$ cat config.mk
export PLATFORM = sky130hd
export DESIGN_NAME = idli_uart_rx_m
export DESIGN_NICKNAME = d
export VERILOG_FILES = /design/src/rtl/idli_uart_rx_m.sv
export SDC_FILE = /design/constraint.sdc
export NUM_CORES = 1
export LEC_CHECK = 0
export BUFFER_PORTS_ARGS = -buffer_cell sky130_fd_sc_hd__buf_2
export CAP_MARGIN = 20
export CELL_PAD_IN_SITES_DETAIL_PLACEMENT = 1
export CELL_PAD_IN_SITES_GLOBAL_PLACEMENT = 2
export CORE_ASPECT_RATIO = 0.8
export CORE_MARGIN = 4
export CORE_UTILIZATION = 30
export DETAILED_ROUTE_END_ITERATION = 16
export PLACE_DENSITY = 0.69
export RECOVER_POWER = 50
export SLEW_MARGIN = 30
export SYNTH_ARGS = -nofsm -noshare
export SYNTH_HDL_FRONTEND = slang
export SYNTH_SLANG_ARGS = --single-unit
$ cat constraint.sdc
create_clock -name i_urx_gck -period 2.95 [get_ports i_urx_gck]
set_input_delay 0.1475 -clock i_urx_gck [delete_from_list [all_inputs] [get_ports i_urx_gck]]
set_output_delay 0.1475 -clock i_urx_gck [all_outputs]
set_load 0.05 [all_outputs]
$ cat src/rtl/idli_uart_rx_m.sv
// rtl/idli_uart_rx_m.sv - 8N1 UART receiver with byte FIFO and nibble-wide output handshake
module idli_uart_rx_m #(
    parameter int CLKS_PER_BIT = 16,
    parameter int BUF_DEPTH    = 4
) (
    input  logic       i_urx_gck,
    input  logic       i_urx_rst_n,
    input  logic       i_urx_rx,
    output logic [3:0] o_urx_data,
    output logic       o_urx_data_vld,
    input  logic       i_urx_data_acp,
    output logic       o_urx_frm_err,
    output logic       o_urx_ovr,
    input  logic       i_urx_ovr_clr
);

    localparam int CW = $clog2(CLKS_PER_BIT);
    localparam int AW = $clog2(BUF_DEPTH);
    localparam logic [CW-1:0] BAUD_RELOAD = CW'(CLKS_PER_BIT - 1);
    localparam logic [CW-1:0] BAUD_HALF   = CW'(CLKS_PER_BIT / 2 - 1);
    localparam logic [AW:0]   FULL_CNT    = (AW + 1)'(BUF_DEPTH);

    typedef enum logic [2:0] {
        S_IDLE,
        S_START,
        S_DATA,
        S_STOP,
        S_BREAK
    } state_t;

    state_t          state;
    state_t          state_n;
    logic            rx_meta;
    logic            rxs;
    logic [CW-1:0]   baud_cnt;
    logic            tick;
    logic [2:0]      bit_cnt;
    logic [7:0]      shreg;

    logic            ld_half;
    logic            bit_clr;
    logic            shift;
    logic            push;
    logic            frm_set;

    logic [7:0]      mem [BUF_DEPTH];
    logic [AW-1:0]   wr_ptr;
    logic [AW-1:0]   rd_ptr;
    logic [AW:0]     count;
    logic            nib_sel;
    logic            not_empty;
    logic            pop;
    logic            push_ok;
    logic            drop;
    logic [7:0]      head;

    // Two-flop synchroniser; idles high so reset does not look like a start bit
    always_ff @(posedge i_urx_gck or negedge i_urx_rst_n) begin
        if (!i_urx_rst_n) begin
            rx_meta <= 1'b1;
            rxs     <= 1'b1;
        end else begin
            rx_meta <= i_urx_rx;
            rxs     <= rx_meta;
        end
    end

    assign tick = (baud_cnt == '0);

    // Baud down-counter: half-period load on start edge centres later samples in each bit
    always_ff @(posedge i_urx_gck or negedge i_urx_rst_n) begin
        if (!i_urx_rst_n) begin
            baud_cnt <= BAUD_RELOAD;
        end else if (ld_half) begin
            baud_cnt <= BAUD_HALF;
        end else if (tick) begin
            baud_cnt <= BAUD_RELOAD;
        end else begin
            baud_cnt <= baud_cnt - 1'b1;
        end
    end

    // FSM state register
    always_ff @(posedge i_urx_gck or negedge i_urx_rst_n) begin
        if (!i_urx_rst_n) begin
            state <= S_IDLE;
        end else begin
            state <= state_n;
        end
    end

    // Next-state and per-cycle control strobes
    always_comb begin
        state_n = state;
        ld_half = 1'b0;
        bit_clr = 1'b0;
        shift   = 1'b0;
        push    = 1'b0;
        frm_set = 1'b0;
        case (state)
            S_IDLE: begin
                if (!rxs) begin
                    ld_half = 1'b1;
                    state_n = S_START;
                end
            end
            S_START: begin
                if (tick) begin
                    if (rxs) begin
                        state_n = S_IDLE;
                    end else begin
                        bit_clr = 1'b1;
                        state_n = S_DATA;
                    end
                end
            end
            S_DATA: begin
                if (tick) begin
                    shift = 1'b1;
                    if (bit_cnt == 3'd7) begin
                        state_n = S_STOP;
                    end
                end
            end
            S_STOP: begin
                if (tick) begin
                    if (rxs) begin
                        push    = 1'b1;
                        state_n = S_IDLE;
                    end else begin
                        frm_set = 1'b1;
                        state_n = S_BREAK;
                    end
                end
            end
            S_BREAK: begin
                if (rxs) begin
                    state_n = S_IDLE;
                end
            end
            default: state_n = S_IDLE;
        endcase
    end

    // Data bit counter and LSB-first shift register
    always_ff @(posedge i_urx_gck or negedge i_urx_rst_n) begin
        if (!i_urx_rst_n) begin
            bit_cnt <= '0;
            shreg   <= '0;
        end else begin
            if (bit_clr) begin
                bit_cnt <= '0;
            end else if (shift) begin
                bit_cnt <= bit_cnt + 1'b1;
            end
            if (shift) begin
                shreg <= {rxs, shreg[7:1]};
            end
        end
    end

    // Framing error is a registered single-cycle pulse
    always_ff @(posedge i_urx_gck or negedge i_urx_rst_n) begin
        if (!i_urx_rst_n) begin
            o_urx_frm_err <= 1'b0;
        end else begin
            o_urx_frm_err <= frm_set;
        end
    end

    assign not_empty = (count != '0);
    assign pop       = not_empty && i_urx_data_acp && nib_sel;
    assign push_ok   = push && ((count != FULL_CNT) || pop);
    assign drop      = push && !push_ok;
    assign head      = mem[rd_ptr];

    // FIFO storage; contents are only meaningful below the occupancy count
    always_ff @(posedge i_urx_gck) begin
        if (push_ok) begin
            mem[wr_ptr] <= shreg;
        end
    end

    // FIFO pointers, occupancy and nibble select
    always_ff @(posedge i_urx_gck or negedge i_urx_rst_n) begin
        if (!i_urx_rst_n) begin
            wr_ptr  <= '0;
            rd_ptr  <= '0;
            count   <= '0;
            nib_sel <= 1'b0;
        end else begin
            if (push_ok) begin
                wr_ptr <= wr_ptr + 1'b1;
            end
            if (pop) begin
                rd_ptr <= rd_ptr + 1'b1;
            end
            if (push_ok && !pop) begin
                count <= count + 1'b1;
            end else if (pop && !push_ok) begin
                count <= count - 1'b1;
            end
            if (not_empty && i_urx_data_acp) begin
                nib_sel <= ~nib_sel;
            end
        end
    end

    // Sticky overrun; a new drop takes priority over a simultaneous clear
    always_ff @(posedge i_urx_gck or negedge i_urx_rst_n) begin
        if (!i_urx_rst_n) begin
            o_urx_ovr <= 1'b0;
        end else if (drop) begin
            o_urx_ovr <= 1'b1;
        end else if (i_urx_ovr_clr) begin
            o_urx_ovr <= 1'b0;
        end
    end

    // Nibble output mux, forced to zero when nothing is buffered
    always_comb begin
        o_urx_data = 4'h0;
        if (not_empty) begin
            o_urx_data = nib_sel ? head[7:4] : head[3:0];
        end
    end

    assign o_urx_data_vld = not_empty;

endmodule

Yosys cells after proc, flatten, opt, wreduce, memory -nomap -nowiden --
Memories as Yosys holds them, arrays and structs flattened. Cells that the tools add are included.
Storage, ports and cells: memories kept 1, output and inout bits 7, bits in registers 30, logic and storage cells 79, memory bits (writable) 32
Cells by class: bitwise logic cells 1, reduce and logical (&&, ||, !) cells 16, eq/ne operators 12, $add $sub $neg 6, muxes and demuxes 31
Memory list:
- mem | words 4, width 8, rd ports 1, clocked after Yosys merged registers in 0, write ports 1, line 46 | logic [7:0] mem [BUF_DEPTH];
Operators with widths (count):
- 3-bit two-way mux | 11
- 4-bit two-way mux | 4
- 3-bit one-hot mux with 5 select lines | 1
- 1-bit two-way mux | 14
- 2-bit != test, second input constant | 6
- 3-bit by 1-bit adder with 3-bit output, second input constant | 2
- 3-bit by 2-bit == test with 1-bit output, second input constant | 2
- 3-bit == test, second input constant | 2
- 1-bit logical AND | 6
- 6-bit AND reduction | 1
- 2-bit nonzero test | 3
- 2-bit by 1-bit adder with 2-bit output, second input constant | 2
- 4-bit zero test | 1
- 4-bit by 1-bit subtractor with 4-bit output, second input constant | 1
- 3-bit by 1-bit == test with 1-bit output, second input constant | 1
- 3-bit zero test | 1
- 3-bit != test, second input constant | 1
- 3-bit nonzero test | 1
- 3-bit by 1-bit subtractor with 3-bit output, second input constant | 1
- 1-bit zero test | 2
- 2-bit two-way mux | 1
- 1-bit logical OR | 1
- 1-bit inverter | 1

Longest topological paths before layout --
Gate-level depths: netlist of the first run.
word-level depth 9, depth in mapped cells 10

Worst setup path before layout of the first run --
OpenSTA, ideal clock, no wires.
kind register to register, from register count[2], to register count[2], required time 2871 ps, path slack 499 ps, cell stages (with the launch flop) 10, arrival time 2371 ps, setup time 79 ps, path through dfrtp_1 -> or3_1 -> clkbuf_1 -> nand3_1 -> ha_1 -> inv_1 -> fa_1 -> xor2_1 -> nor2_1 -> xor2_1
On the way: cells in the longest elaborated chain, start to end 8, elaborated cells on any way between the ends 15
Ends and longest elaborated chain:
- start: declaration | line 49 | logic [AW:0] count;
- start signal: assignment | line 199 | count <= count + 1'b1;
- start signal: assignment | line 201 | count <= count - 1'b1;
- 3-bit nonzero test * | line 171 | assign not_empty = (count != '0);
- net o_urx_data_vld | line 10 | output logic o_urx_data_vld,
- 1-bit logical AND * (2 in series) | line 172 | assign pop = not_empty && i_urx_data_acp && nib_sel;
- 1-bit logical OR | line 173 | assign push_ok = push && ((count != FULL_CNT) || pop);
- 1-bit logical AND | line 173
- 1-bit zero test | line 200 | end else if (pop && !push_ok) begin
- 1-bit logical AND | line 200
- 2-bit nonzero test (no line)
The timed path passes the listed nets; every way through them passes the cells marked *. The select of a mux whose other input is x is not followed. A chain may end at the register's enable or synchronous reset.

Worst setup path after layout of the first run --
from register baud_cnt[0], to register count[2]
On the way: cells in the longest elaborated chain, start to end 7, elaborated cells on any way between the ends 9
Ends and longest elaborated chain:
- start: declaration | line 35 | logic [CW-1:0] baud_cnt;
- start signal: assignment | line 79 | baud_cnt <= baud_cnt - 1'b1;
- 4-bit zero test * | line 68 | assign tick = (baud_cnt == '0);
- 1-bit two-way mux * | line 126 | if (tick) begin
- 1-bit two-way mux * | line 100 | case (state)
- 1-bit logical AND * | line 173
- net push_ok | line 53 | logic push_ok;
- 1-bit zero test | line 200
- 1-bit logical AND | line 200
- 2-bit nonzero test (no line)
The timed path passes the listed nets; every way through them passes the cells marked *.

==> results.tsv, run 1 <==
stage	metric	value	unit
place	hpwlAfterDp	3680	um
timing	slew_headroom	-16.7	%
hold_path	hold_class	in2reg	
pwr	power_density	967	nW/um2
floorplan	chipHeight	93.2	um
drt	vias_per_cell	4.80	
final_layout	nFillCells	908	
clock_tree	cts_max_level	3	
synth	synth_fp_nets	204	
synth	ys_warn_count	0	
grt	grt_start_max_net_pins	31	
critical_path	crit_fanout	7	
floorplan	dieArea	10700	um2
timing	rsz0062_at_grt	no	
synth	yosysTopAreaCellShare	35.3	%
final_layout	utilization	37.0	%
drt	antenna_left	0	
clock_tree	ctsResizeCount	0	
grt	first_global_vias	1696	
clock_tree	clockRootBuffer	clkbuf_16	
floorplan	fp-row-count	30	
critical_path	cp-start-kind	flop	
synth	synth_edf_count	32	
place	dpl_cell_area	2890	um2
final_layout	area_growth	18.0	%
pwr	peakVddDrop	406	uV
synth	seq_area_frac_synth	63.2	%
place	io_buffer_count	11	
final_layout	fin_cells	325	
clock_tree	cts_setup_buffers	0	
synth	ys_ff_latch	62	
critical_path	endpoint_kind	flop	
critical_path	crit_arrival	2730	ps
status	violations	max-capacitance violations, max-slew violations	
final_layout	layout-drive-gt1-share	22.5	%
final_layout	finish.net_count	223	
grt	grt_pass1_wl	9060	um
clock_tree	cts_tree	built	
timing	hold_viol_final	0	
grt	grt_overflow_total	0	
clock_tree	path_clk_slew	60	ps
status	status	finished, violations left	
synth	avgSynthCellArea	14.4	um2
place	routabilityCongestion	0.677	
grt	track_usage	11.4	%
clock_tree	insertion_delay	330	ps
floorplan	io_pins	12	
grt	antenna_found_initial	0	
timing	tightest_slew	1750	ps
final_layout	diodes	0	
floorplan	die_width	114	um
timing	setup_viol	0	
timing	setup_tns	0	ps
drt	wire_per_inst	16.6	um
synth	synth_commonest_cells	32 x edfxtp_1, 24 x dfrtp_1, 16 x mux2i_1	
timing	finalClockSkew	8.71	ps
floorplan	initial_core_util	31.4	%
critical_path	crit_type	reg2reg	
timing	fmax	403	MHz
clock_tree	numCtsBuffers	9	
drt	vias	1559	
drt	drtIter0Drc	87	
synth	synth_cell_types	40	
clock_tree	clock_path_buffers	2	
critical_path	worstPathRequired	3200	ps
drt	drc_errors	0	
pwr	leakage	1.25	nW
final_layout	finish.instance_area	3210	um2
synth	synth.most_common_cell	edfxtp_1	
synth	yosys.area.top_type	edfxtp_1	
floorplan	core	8670	um2
synth	synth-main-ff-cell	edfxtp_1	
synth	async_reset_ff_share	48.4	%
timing	fin_crit	2480	ps
synth	synth_area_leaders	edfxtp_1 35%, dfrtp_1 22%, mux2i_1 5.9%, dfstp_2 5.8%, ha_1 4.1%	
timing	holdWs	103	ps
drt	wl	5380	um
timing	fin_crit_sh	84.1	%
timing	maxSlewViolCount	31	
place	dp_cells	306	
clock_tree	clkSinkCount	62	
synth	netlist_area	2720	um2
drt	dr.pass1.iters	4	
run	maxCapViolations	1	
synth	syn_inst	189	
## logic make-up (layout without fill, tap and decap cells)
logic type | Yosys count | in the layout | share of synthesized area (%)
compound gates | 17 | 17 | 5.20
xor+xnor | 8 | 8 | 2.58
fa+ha+maj | 10 | 10 | 4.88
buf+inv | 15 | 39 | 2.30
flops | 62 | 62 | 63.2
mux | 26 | 26 | 10.0
simple gates | 51 | 51 | 11.8
## worst max-delay path, cell delays in order (launching register included)
cell,delay (ps)
dfstp_2,380
inv_1,70
ha_1,270
nand4bb_4,150
a311oi_4,410
ha_1,250
inv_1,60
fa_1,370
xor2_1,170
nor2_1,120
xor2_1,150
## registers in the layout, summed over array words and instances (netlist names)
name           cells
state              3
bit_cnt            3
nib_sel            1
rd_ptr             2
rx_meta            1
rxs                1
o_urx_frm_err      1
shreg              8
wr_ptr             2
mem               32
o_urx_ovr          1
count              3
baud_cnt           4
## final timing paths
kind / end / cells after the start / slack [ps] / from
worst max-delay path: count[2]$_DFFE_PN0P_ / 10 / 470 / baud_cnt[0]$_DFF_PN1_
worst min-delay path: nib_sel$_DFFE_PN0N_ / 3 / 100 / i_urx_data_acp
worst max register to register: count[2]$_DFFE_PN0P_ / 10 / 470 / baud_cnt[0]$_DFF_PN1_
worst min register to register: rxs$_DFF_PN1_ / 0 / 350 / rx_meta$_DFF_PN1_
max in group asynchronous: bit_cnt[2]$_DFFE_PN0P_ / 2 / 1110 / i_urx_rst_n
min in group asynchronous: count[1]$_DFFE_PN0P_ / 2 / 830 / i_urx_rst_n
## routing by layer
metal / routed length, um / share of wire (%) / global-route usage (%) / vias to the layer above
met1: 2710 / 50 / 15.2 / 788
met4: 108 / 2.0 / 5.64 / 0
met3: 168 / 3.1 / 3.30 / 11
li1: - / - / - / 736
met2: 2400 / 45 / 16.9 / 24
met5: 0 / 0 / 0 / -
## report_power, final
group / internal (mW) / switching [mW]
registers: 1.04 / 0.211
clock network: 0.585 / 0.420
logic: 0.341 / 0.507
total: 1.96 / 1.14
## area by class of cell
cell class | count | area, um2 | share of cell area (%)
multi-input cells | 112 | 938 | 29.2
flip-flops and latches | 62 | 1720 | 53.6
inverters | 7 | 26.3 | 0.819
repair buffers | 16 | 97.6 | 3.04
clock inverters | 7 | 62.6 | 1.95
well taps | 112 | 140 | 4.37
clock buffers | 9 | 225 | 7.02
## stage by stage
stage                     setup slack (ps)  total power, mW
after floorplan                        499             1.90
after global placement                 545             2.10
after detailed placement               479             2.13
after CTS                              432             3.15
after global routing                   244             3.29
final                                  470             3.10
## cells in the final DEF, fill, tap and decap left out, types with 7 or more instances in the layout
cell,n
clkbuf_16,9
nor2_1,7
edfxtp_1,32
mux2_2,9
buf_2,9
mux2i_1,16
dfrtp_1,24
inv_1,7
nand2_1,11
ha_1,9
## repair_timing
item / in CTS / in global routing
hold buffers: 3 / 0
endpoints found under the hold margin: 26 / 0
setup endpoints to repair: 0 / 0
Note: power is estimated with default switching activity, not from simulation.
==> run 2, diff against run 1 <==
--- a/config.mk
+++ b/config.mk
@@ -5,6 +5,7 @@
 export SDC_FILE = /design/constraint.sdc
 export NUM_CORES = 1
 export LEC_CHECK = 0
+export ABC_AREA = 1
 export BUFFER_PORTS_ARGS = -buffer_cell sky130_fd_sc_hd__buf_2
 export CAP_MARGIN = 20
 export CELL_PAD_IN_SITES_DETAIL_PLACEMENT = 1
@@ -13,7 +14,7 @@
 export CORE_MARGIN = 4
 export CORE_UTILIZATION = 30
 export DETAILED_ROUTE_END_ITERATION = 16
-export PLACE_DENSITY = 0.69
+export PLACE_DENSITY = 0.76
 export RECOVER_POWER = 50
 export SLEW_MARGIN = 30
 export SYNTH_ARGS = -nofsm -noshare
==> constraint.sdc (replaced) <==
create_clock -name i_urx_gck -period 2.2 [get_ports i_urx_gck]
set_input_delay 0.11 -clock i_urx_gck [delete_from_list [all_inputs] [get_ports i_urx_gck]]
set_output_delay 0.11 -clock i_urx_gck [all_outputs]
set_load 0.05 [all_outputs]
==> run 2 against run 1 <==
Effect of this change: the run now ends clean; synthesized area up 4.0%; via count increased by 21%; wire length up 5.0%; die area up 3.7%; critical path type unchanged; highest routed layer unchanged.
==> results.tsv, run 2 <==
stage	metric	value	unit	change
clock_tree	cts_tree	built		
drt	vias	1888		+21%
critical_path	reg2reg_depth	10		unchanged
clock_tree	clock_path_buffers	2		unchanged
clock_tree	path_clk_slew	50	ps	about the same
synth	synth.most_common_cell	nand2_1		
critical_path	startpoint	baud_cnt[0]$_DFF_PN1_		
drt	drtIter0Drc	84		-3.4%
floorplan	core	9110	um2	+5.1%
place	routabilityCongestion	0.740		+9.4%
synth	syn_inst	278		+47%
critical_path	crit_slowest_cell	dfstp_2		
grt	antenna_found_initial	0		unchanged
final_layout	register_area	1720	um2	about the same
clock_tree	cts_max_level	3		unchanged
synth	synth_commonest_cells	74 x nand2_1, 34 x nor2_1, 32 x edfxtp_1		
place	hpwlAfterDp	3880	um	+5.5%
pwr	power_density	1310	nW/um2	+35%
final_layout	diodes	0		unchanged
synth	synth_area_leaders	edfxtp_1 34%, dfrtp_1 21%, nand2_1 9.8%, dfstp_2 5.6%, nor2_1 4.5%		
timing	fin_crit	2080	ps	-405 ps
place	dp_cells	408		+33%
timing	setup_viol	0		unchanged
run	maxCapViolations	0		-1
critical_path	crit_type	reg2reg		
synth	netlist_area	2830	um2	+4.0%
timing	tightest_slew	705	ps	-1050 ps
critical_path	crit_top_cell	inv_1		
pwr	peakVddDrop	936	uV	+130%
final_layout	fin_cells	427		+31%
critical_path	crit_chain	inv_1, ha_4, nand3_4, nor2_4, nand2_4, inv_1, ha_1, inv_2, fa_1, mux2_2		
final_layout	layout_commonest_cell	nand2_1		
pwr	leakage	1.50	nW	+20%
drt	drc_errors	0		unchanged
final_layout	finish.instance_area	3430	um2	+6.8%
synth	avgSynthCellArea	10.2	um2	-29%
timing	maxSlewViolCount	0		-100%
hold_path	hold_class	in2reg		
final_layout	largest_reg_flops	32		unchanged
clock_tree	clockRootBuffer	clkbuf_16		
floorplan	initial_core_util	31.1	%	-0.32 points
synth	synth_cell_types	27		-33%
synth	synth-main-ff-cell	edfxtp_1		
final_layout	nFillCells	1006		+11%
place	dpl_cell_area	3050	um2	+5.4%
timing	hold_viol_final	0		unchanged
synth	synth_fp_nets	293		+44%
synth	async_reset_ff_share	48.4	%	unchanged
critical_path	endpoint_kind	flop		
clock_tree	cts_setup_buffers	0		unchanged
grt	first_global_vias	1901		+12%
final_layout	multi_input_area	963	um2	+2.7%
critical_path	crit_fanout	4		-3
place	io_buffer_count	11		unchanged
timing	finalClockSkew	5.28	ps	-3.43 ps
final_layout	finish.net_count	322		+44%
floorplan	fp-row-count	31		+3.3%
floorplan	chipHeight	94.9	um	+1.8%
pwr	finalPower	4.48	mW	+44%
synth	yosysTopAreaCellShare	34.0	%	-1.4 points
synth	ys_warn_count	0		unchanged
clock_tree	insertion_delay	330	ps	about the same
timing	fin_crit_sh	94.3	%	+10 points
critical_path	r2r-start	baud_cnt[0]$_DFF_PN1_		
timing	holdWs	105	ps	+2.39 ps
drt	wire_per_inst	13.2	um	-20%
critical_path	crit_path_end	count[1]$_DFFE_PN0P_		
drt	wl	5650	um	+5.0%
critical_path	cp-start-kind	flop		
final_layout	area_growth	21.1	%	
clock_tree	numCtsBuffers	9		unchanged
final_layout	largestRegisters	mem (32), shreg (8), baud_cnt (4)		
drt	antenna_left	0		unchanged
critical_path	cp_num_cells	10		unchanged
critical_path	crit_arrival	2290	ps	-440 ps
timing	rsz0062_at_grt	no		
drt	dr.pass1.iters	4		unchanged
timing	slew_headroom	53.0	%	+70 points
critical_path	worstPathRequired	2410	ps	-790 ps
final_layout	layout-drive-gt1-share	19.9	%	-2.7 points
critical_path	r2r-end	count[1]$_DFFE_PN0P_		
synth	yosys.area.top_type	edfxtp_1		
grt	grt_pass1_wl	9590	um	+5.9%
critical_path	critPathMaxStageDelay	530	ps	+120 ps
timing	fmax	482	MHz	+20%
floorplan	io_pins	12		unchanged
grt	grt_start_max_net_pins	31		unchanged
synth	seq_area_frac_synth	60.7	%	-2.5 points
drt	vias_per_cell	4.42		-7.8%
critical_path	cp_top_family	adder cells		
final_layout	final_cell_mix	74 x nand2_1, 34 x nor2_1, 32 x edfxtp_1		
grt	grt_overflow_total	0		unchanged
synth	synth_edf_count	32		unchanged
clock_tree	clkSinkCount	62		unchanged
timing	setup_tns	0	ps	unchanged
status	status	finished, final reports clean		
floorplan	dieArea	11100	um2	+3.7%
floorplan	die_width	117	um	+1.9%
critical_path	ff2ff_setup_slack	120	ps	-350 ps
grt	track_usage	11.7	%	+0.32 points
final_layout	regMostFlops	mem		
critical_path	path_buf_inv	3		+1
synth	ys_ff_latch	62		unchanged
[run 2: what timing repair did]
| action | in CTS | in global routing |
|---|---|---|
| gates resized for setup | 0 | 6 |
| hold buffers | 3 | 0 |
| setup endpoints to repair | 0 | 3 |
| hold endpoints to repair | 26 | 0 |
[run 2: stage by stage]
step / util [%] / setup WS (ps)
floorplan: - / 41.7
detailed placement: 33.5 / 19.5
finish: 37.6 / 125
global placement: 33.5 / 98.1
global route: 37.6 / 20.6
CTS: 37.4 / 7.39
[run 2: routing by layer]
layer	track usage, %	vias up	share of wire (%)	wire length, um
met5	0	-	0	0
met4	4.30	0	1.6	89
met3	4.23	10	3.9	220
met2	18.4	24	47	2660
met1	14.9	895	47	2680
li1	-	959	-	-
[run 2: report_power, final]
group	internal (mW)	leakage, nW	switching (mW)	total (mW)
Sequential	1.39	0.644	0.190	1.58
Combinational	0.458	0.707	0.946	1.40
Clock	1.02	0.148	0.482	1.50
Total	2.86	1.50	1.62	4.48
[run 2: cells by family (layout without fill, tap and decap cells)]
| group | Yosys count | after routing | share of synthesized area (%) |
|---|---|---|---|
| AND/OR/NAND/NOR | 145 | 145 | 23.1 |
| flip-flops | 62 | 62 | 60.7 |
| buffers and inverters | 36 | 70 | 6.01 |
| AO/OA/AOI/OAI | 18 | 18 | 3.18 |
| adder cells (fa/ha/maj) | 10 | 10 | 4.69 |
| XOR/XNOR | 6 | 6 | 1.86 |
| multiplexers | 1 | 1 | 0.398 |
[run 2: cell type report]
| class | count | share of cell area, % |
|---|---|---|
| clock buffer | 11 | 7.08 |
| sequential | 62 | 50.2 |
| inverter | 30 | 3.36 |
| timing repair buffer | 24 | 4.64 |
| tap | 115 | 4.20 |
| multi-input combinational | 180 | 28.1 |
| clock inverter | 5 | 2.41 |
[run 2: how the worst min path moves through the flow]
| stage | endpoint | cells after the start | slack, ps | from |
|---|---|---|---|---|
| floorplan | bit_cnt[0]$_DFFE_PN0P_ | 0 | -190 | i_urx_rst_n |
| global placement | bit_cnt[1]$_DFFE_PN0P_ | 1 | 200 | i_urx_rst_n |
| detailed placement | bit_cnt[1]$_DFFE_PN0P_ | 1 | 210 | i_urx_rst_n |
| CTS | nib_sel$_DFFE_PN0N_ | 3 | 100 | i_urx_data_acp |
| global route | nib_sel$_DFFE_PN0N_ | 3 | 120 | i_urx_data_acp |
| finish | nib_sel$_DFFE_PN0N_ | 3 | 110 | i_urx_data_acp |
[run 2: tightest hold or removal path: stages]
cell	delay, ps
buf_2	130
nand2_1	80
xnor2_1	70
==> run 3, diff against run 2 <==
--- a/config.mk
+++ b/config.mk
@@ -14,6 +14,7 @@
 export CORE_MARGIN = 4
 export CORE_UTILIZATION = 30
 export DETAILED_ROUTE_END_ITERATION = 16
+export GPL_ROUTABILITY_DRIVEN = 0
 export PLACE_DENSITY = 0.76
 export RECOVER_POWER = 50
 export SLEW_MARGIN = 30
==> constraint.sdc (replaced) <==
create_clock -name i_urx_gck -period 1.8 [get_ports i_urx_gck]
set_input_delay 0.09 -clock i_urx_gck [delete_from_list [all_inputs] [get_ports i_urx_gck]]
set_output_delay 0.09 -clock i_urx_gck [all_outputs]
set_load 0.05 [all_outputs]
==> run 3 against run 2 <==
Effect of this change: the run now ends with negative setup slack left; critical path depth did not move; die area stayed put; worst setup slack got worse by 340 ps; critical path type unchanged; critical endpoint unchanged; largest cell class unchanged; highest routed layer unchanged.
==> results.tsv, run 3 (synthesis gave the netlist of run 2 again) <==
stage	metric	value	unit	change
timing	holdWs	108	ps	+2.99 ps
grt	track_usage	12.7	%	+0.99 points
clock_tree	clock_path_buffers	2		unchanged
timing	finalClockSkew	2.93	ps	-2.35 ps
timing	tightest_slew	788	ps	+83.0 ps
drt	vias	1997		+5.8%
grt	grt_pass1_wl	10600	um	+11%
final_layout	final_cell_mix	74 x nand2_1, 33 x nor2_1, 32 x edfxtp_1, 32 x buf_4, 24 x dfrtp_1		
clock_tree	numCtsBuffers	9		unchanged
place	io_buffer_count	11		unchanged
pwr	leakage	1.63	nW	+8.7%
drt	drtIter0Drc	69		-18%
floorplan	die_width	117	um	unchanged
grt	first_global_vias	2140		+13%
grt	antenna_found_initial	0		unchanged
final_layout	finish.net_count	345		+7.1%
floorplan	chipHeight	94.9	um	unchanged
drt	antenna_left	0		unchanged
hold_path	hold_class	in2reg		
clock_tree	path_clk_slew	50	ps	about the same
timing	fmax	497	MHz	+3.1%
timing	setup_tns	-373	ps	-373 ps
floorplan	io_pins	12		unchanged
floorplan	initial_core_util	31.1	%	unchanged
final_layout	layout-drive-gt1-share	26.6	%	+6.7 points
final_layout	multi_input_area	990	um2	+2.7%
timing	hold_viol_final	0		unchanged
critical_path	cp-start-kind	flop		
final_layout	diodes	0		unchanged
drt	wire_per_inst	13.8	um	+4.1%
clock_tree	cts_tree	built		
floorplan	dieArea	11100	um2	unchanged
critical_path	crit_arrival	2220	ps	-70 ps
timing	fin_crit_sh	112	%	+17 points
final_layout	regMostFlops	mem		
drt	wl	6200	um	+9.7%
status	status	finished, violations left		
floorplan	core	9110	um2	unchanged
critical_path	crit_type	reg2reg		
timing	slew_headroom	47.5	%	-5.5 points
clock_tree	cts_max_level	3		unchanged
final_layout	nFillCells	1018		+1.2%
final_layout	largestRegisters	mem (32), shreg (8), baud_cnt (4)		
place	place_ws	-219	ps	-238 ps
clock_tree	clockRootBuffer	clkbuf_16		
pwr	peakVddDrop	798	uV	-15%
timing	setup_ws	-212	ps	-337 ps
grt	grt_start_max_net_pins	31		unchanged
critical_path	worstPathRequired	2010	ps	-400 ps
run	maxCapViolations	0		unchanged
clock_tree	clkSinkCount	62		unchanged
critical_path	crit_fanout	2		-2
drt	dr.pass1.iters	4		unchanged
place	hpwlAfterDp	4260	um	+9.7%
timing	setup_viol	2		+2
floorplan	fp-row-count	31		unchanged
grt	grt_overflow_total	0		unchanged
critical_path	endpoint_kind	flop		
drt	vias_per_cell	4.44		+0.37%
timing	rsz0062_at_grt	yes		
final_layout	register_area	1720	um2	about the same
pwr	power_density	1610	nW/um2	+23%
drt	drc_errors	0		unchanged
final_layout	largest_reg_flops	32		unchanged
pwr	finalPower	5.87	mW	+31%
final_layout	layout_commonest_cell	nand2_1		
final_layout	area_growth	29.0	%	
clock_tree	insertion_delay	320	ps	about the same
status	violations	negative setup slack		
timing	fin_crit	2010	ps	-62.8 ps
timing	maxSlewViolCount	0		unchanged
-- run 3: worst max-delay path, cell delays in order (launching register included) --
cell and delay [ps]:
dfstp_2 540, inv_2 50, ha_4 160, nand3_4 80, nor2_4 50, nand2_4 70
inv_4 40, ha_4 150, inv_4 50, fa_2 430, mux2_4 270
-- run 3: worst paths after layout --
kind	start	end	slack, ps	depth (start not counted)
worst max register to register	baud_cnt[0]$_DFF_PN1_	count[1]$_DFFE_PN0P_	-210	10
worst max-delay path	baud_cnt[0]$_DFF_PN1_	count[1]$_DFFE_PN0P_	-210	10
max in group asynchronous	i_urx_rst_n	rd_ptr[0]$_DFFE_PN0P_	920	2
worst min register to register	rx_meta$_DFF_PN1_	rxs$_DFF_PN1_	370	0
worst min-delay path	i_urx_data_acp	nib_sel$_DFFE_PN0N_	110	3
min in group asynchronous	i_urx_rst_n	bit_cnt[1]$_DFFE_PN0P_	380	2
-- run 3: layout make-up --
cell class              instances  share of cell area, %
flip-flops and latches         62                   47.1
multi-input cells             180                   27.1
repair buffers                 47                   9.32
clock buffers                  10                   6.27
well taps                     115                   3.94
inverters                      30                   3.29
clock inverters                 6                   3.01
-- run 3: timing repair --
item | CTS | global route
setup buffers | 4 | 3
setup endpoints to repair | 3 | 38
hold buffers | 3 | 0
hold endpoints to repair | 26 | 0
pin swaps | 4 | 7
resized for setup | 3 | 6
-- run 3: report_power, final --
part | switching, mW | internal (mW)
combinational | 1.30 | 0.779
sequential | 0.158 | 1.69
clock | 0.592 | 1.35
total | 2.05 | 3.82
-- run 3: stage by stage --
step	std cells	util, %	instance area [um2]
floorplan	278	-	2850
global placement	426	35.1	3200
detailed placement	426	35.1	3200
CTS	449	39.8	3620
global route	450	40.1	3650
finish	450	40.1	3650
-- run 3: per-layer routing --
layer | wire length, um | vias to the layer above | GRT usage (%) | share of wire, %
li1 | - | 1001 | - | -
met1 | 2780 | 963 | 15.1 | 45
met2 | 3150 | 23 | 22.0 | 51
met3 | 209 | 10 | 4.23 | 3.4
met4 | 61 | 0 | 3.44 | 0.98
met5 | 0 | - | 0 | 0
